$ cat src/rtl/writeback_arbiter.sv
// Writeback arbiter: merges ALU and LSU results onto the single register-file write port.
// Optional retire counter is enabled by defining WB_RETIRE_COUNT_EN.
module writeback_arbiter #(
  parameter int XLEN         = 32,
  parameter int ADDR_WIDTH   = 5,
  parameter int STARVE_LIMIT = 4
) (
  input  logic                  clk,
  input  logic                  reset,
  input  logic                  alu_valid,
  output logic                  alu_ready,
  input  logic [ADDR_WIDTH-1:0] alu_rd_index,
  input  logic [XLEN-1:0]       alu_result,
  input  logic                  lsu_valid,
  output logic                  lsu_ready,
  input  logic [ADDR_WIDTH-1:0] lsu_rd_index,
  input  logic [XLEN-1:0]       lsu_result,
  output logic [ADDR_WIDTH-1:0] rd_index,
  output logic [XLEN-1:0]       rd,
`ifdef WB_RETIRE_COUNT_EN
  output logic [63:0]           retire_count,
`endif
  output logic                  write_en
);

  localparam int CNT_W = $clog2(STARVE_LIMIT + 1);
  localparam logic [CNT_W-1:0] LIMIT_C = CNT_W'(STARVE_LIMIT);

  logic [CNT_W-1:0] starve_cnt_r;
  logic [CNT_W-1:0] starve_cnt_nxt_s;
  logic             force_alu_s;
  logic             alu_accept_s;
  logic             lsu_accept_s;

  // Arbitration: LSU has priority unless the ALU has lost STARVE_LIMIT times in a row.
  always_comb begin
    force_alu_s  = (starve_cnt_r == LIMIT_C);
    lsu_ready    = !force_alu_s;
    alu_ready    = force_alu_s || !lsu_valid;
    lsu_accept_s = lsu_valid && lsu_ready;
    alu_accept_s = alu_valid && alu_ready;
  end

  // Next starvation count: saturating increment while the ALU waits, clear otherwise.
  always_comb begin
    starve_cnt_nxt_s = {CNT_W{1'b0}};
    if (alu_valid && !alu_accept_s) begin
      if (starve_cnt_r == LIMIT_C) begin
        starve_cnt_nxt_s = LIMIT_C;
      end else begin
        starve_cnt_nxt_s = starve_cnt_r + {{(CNT_W-1){1'b0}}, 1'b1};
      end
    end else begin
      starve_cnt_nxt_s = {CNT_W{1'b0}};
    end
  end

  // Starvation counter register.
  always_ff @(posedge clk or negedge reset) begin
    if (!reset) begin
      starve_cnt_r <= {CNT_W{1'b0}};
    end else begin
      starve_cnt_r <= starve_cnt_nxt_s;
    end
  end

  // Write-port register; x0 results complete the handshake but never strobe write_en.
  always_ff @(posedge clk or negedge reset) begin
    if (!reset) begin
      rd_index <= {ADDR_WIDTH{1'b0}};
      rd       <= {XLEN{1'b0}};
      write_en <= 1'b0;
    end else if (lsu_accept_s) begin
      rd_index <= lsu_rd_index;
      rd       <= lsu_result;
      write_en <= (lsu_rd_index != {ADDR_WIDTH{1'b0}});
    end else if (alu_accept_s) begin
      rd_index <= alu_rd_index;
      rd       <= alu_result;
      write_en <= (alu_rd_index != {ADDR_WIDTH{1'b0}});
    end else begin
      write_en <= 1'b0;
    end
  end

`ifdef WB_RETIRE_COUNT_EN
  // Retired-result counter, counting x0 destinations too and wrapping at 2^64.
  always_ff @(posedge clk or negedge reset) begin
    if (!reset) begin
      retire_count <= 64'd0;
    end else if (lsu_accept_s || alu_accept_s) begin
      retire_count <= retire_count + 64'd1;
    end else begin
      retire_count <= retire_count;
    end
  end
`endif

endmodule

$ cat config.mk
export PLATFORM = sky130hd
export DESIGN_NAME = writeback_arbiter
export DESIGN_NICKNAME = d
export VERILOG_FILES = /design/src/rtl/writeback_arbiter.sv
export SDC_FILE = /design/constraint.sdc
export NUM_CORES = 1
export LEC_CHECK = 0
export CAP_MARGIN = 20
export CORE_ASPECT_RATIO = 2
export CORE_UTILIZATION = 52
export CTS_CLUSTER_SIZE = 14
export DETAILED_ROUTE_END_ITERATION = 7
export DONT_BUFFER_PORTS = 1
export GPL_TIMING_DRIVEN = 1
export HOLD_SLACK_MARGIN = 0.1
export PLACE_DENSITY = 0.66
export SYNTH_ARGS = -nofsm -noshare
export SYNTH_HDL_FRONTEND = slang
export SYNTH_SLANG_ARGS = --single-unit
$ cat constraint.sdc
create_clock -name clk -period 2.25 [get_ports clk]
set_clock_uncertainty 0.05 [all_clocks]
set_input_delay 0.3375 -clock clk [delete_from_list [all_inputs] [get_ports clk]]
set_output_delay 0.3375 -clock clk [all_outputs]
set_load 0.05 [all_outputs]
==> out/qor.csv <==
metric;value;unit
DR iter-0 viols;18;
element type at the critical path start;flop;
Initial Util;55.6;%
ys flop type;dfrtp_1;
Post-synth EDFFs;0;
leading area contributor after synthesis;dfrtp_1;
clock tree from TritonCTS;done;
Setup Crit Path Kind;flop to output port;
Hold Fails Final Rpt;0;
largest net degree at the start of global routing;43;
Synth top cells by count;dfrtp_1, nand2_1, mux2i_1, o21ai_0, buf_2;
worst slew pin tran;0.498;ns
fmax;554;MHz
Die ar.;3960;µm²
pre-CTS WS;0.628;ns
Mean Syn Cell Area;10.6;µm²
core area;3450;µm²
Die X;45.0;µm
synthesized area;1920;µm²
Area Overhead vs Synth;7.10;%
Detail Placement HPWL;2760;µm
fin. max-slew vios;0;
worst slew margin relative to its limit;66.8;%
Clk Latency, worst-skew pair;0.28;ns
Die Y;87.9;µm
WL final;3820;µm
CTS Sinks;41;
Critical Path AT;1.42;ns
reg2reg setup slack;0.63;ns
Worst Hold Class;input pin to flop;
CTS root buf;clkbuf_8;
final setup TNS;0;ns
PnR worst setup slack;0.445;ns
Cell Pwr Density;848;nW/µm²
clock buffer count from CTS;5;
Setup Viol. Count Final;0;
FF+latch count, synth;41;
Syn Nets;262;
Via density;5.64;
WL/cell;16.6;µm
vias in the first global route;1457;
P_leak;0.982;nW
Rows;30;
DRC violations left;0;
Routed Antenna Nets;0;
Final Cycle Share;80.2;%
unrepaired setup endpoints after global routing;no;
ys async rst share;100;%
number of hold buffers added after cts;2;
layout filler cell count;315;
RD Place Congestion;0.730;
Cell variety after synth;18;
top cells by area, synth;dfrtp_1, mux2i_1, o21ai_0;
Syn. warnings;0;
First-pass DRT Iterations;4;
first-pass GRT wire length;5930;µm
worst path required time;1.86;ns
Synth top area share;53.4;%
clock buffer depth;2;
final net count;261;
GR Overflow Total;0;
Seq/Total Area, Yosys;53.4;%
layout cells sized above 1;8.24;%
count leader, synth;dfrtp_1;
clock-pin slew on the worst setup and hold paths;0.07;ns
initial antenna violation count;0;
max_cap viols;0;
Tot GR Track Use;20.3;%
number of cells upsized or downsized after cts;0;
Setup Fix Bufs, Post-CTS;0;
buffers added on ports;0;
worst vdd ir;0.568;mV
outcome;completed;
H-Tree Depth;2;
Ports;118;
ant diodes;0;
Vias;1297;
CP endpoint kind;output port;
Max FO, Critical Path;6;
min Tclk post-route;1.81;ns
Mapped Cells;182;
==> worst paths after layout <==
kind                                 startpoint              end  cells past startpoint
worst max-delay path            starve_cnt_r[0]        alu_ready                      5
worst min-delay path             lsu_result[13]           rd[13]                      2
worst max register to register  starve_cnt_r[0]           rd[23]                      5
worst min register to register  starve_cnt_r[0]  starve_cnt_r[0]                      1
max in group asynchronous                 reset      rd_index[3]                      2
min in group asynchronous                 reset           rd[24]                      2
==> routing by layer <==
| layer | GRT usage [%] | up-vias | routed length [µm] |
|---|---|---|---|
| met5 | 0 | - | 0 |
| met4 | 9.64 | 0 | 58 |
| met3 | 5.98 | 7 | 356 |
| met2 | 39.7 | 86 | 2140 |
| met1 | 17.0 | 593 | 1260 |
| li1 | - | 611 | - |
==> kinds of logic (layout without fill, tap and decap cells) <==
group,Yosys count,after routing,share of synthesized area [%]
XOR/XNOR,1,1,0.456
multiplexers,37,37,19.3
AND/OR/NAND/NOR,44,44,9.32
adder cells (fa/ha/maj),2,2,1.30
AO/OA/AOI/OAI,41,41,11.6
buffers and inverters,16,16,4.63
flip-flops,41,41,53.4
==> layout by cell type (no fill, tap or decap), drive strengths merged, types with 2 or more instances in the layout <==
cell / n
buf: 4
dfrtp: 41
inv: 3
ha: 2
nand2: 39
o21ai: 40
nor2: 2
clkbuf: 7
mux2i: 37
or4: 2
==> cell type report <==
type	instances	area (µm²)	share of cell area, %
flip-flops and latches	41	1030	49.9
multi-input cells	125	806	39.2
inverters	3	11.3	0.547
clock inverters	1	5.00	0.243
repair buffers	5	52.6	2.55
clock buffers	7	96.3	4.68
well taps	48	60.1	2.92
==> through the flow <==
step / hold WS (ns) / cells / instance area [µm²] / power [mW] / utilization (%)
6_report: 0.117 / 230 / 2060 / 1.74 / 59.6
5_1_grt: 0.117 / 230 / 2060 / 1.82 / 59.6
3_3_place_gp: -0.00736 / 220 / 1930 / 1.22 / 55.8
3_5_place_dp: -0.00731 / 220 / 1930 / 1.23 / 55.8
2_1_floorplan: -0.00809 / 182 / 1920 / 1.22 / -
4_1_cts: 0.106 / 230 / 2060 / 1.77 / 59.6
==> critical path, cell delays in order, from the launching register on <==
cell	delay, ns
dfrtp_1	0.37
inv_1	0.05
ha_1	0.23
a21boi_4	0.22
inv_1	0.06
buf_4	0.19
==> registers in the layout (all words and copies together), names as in the netlist <==
name          flops
rd               32
rd_index          5
starve_cnt_r      3
write_en          1
==> where the power goes <==
part	switching (mW)	leakage (nW)	total [mW]	internal (mW)
sequential	0.285	0.498	1.08	0.799
combinational	0.0751	0.430	0.146	0.0707
clock	0.237	0.0542	0.514	0.277
total	0.597	0.982	1.74	1.15
No activity file was read; power rests on OpenSTA's default activity.
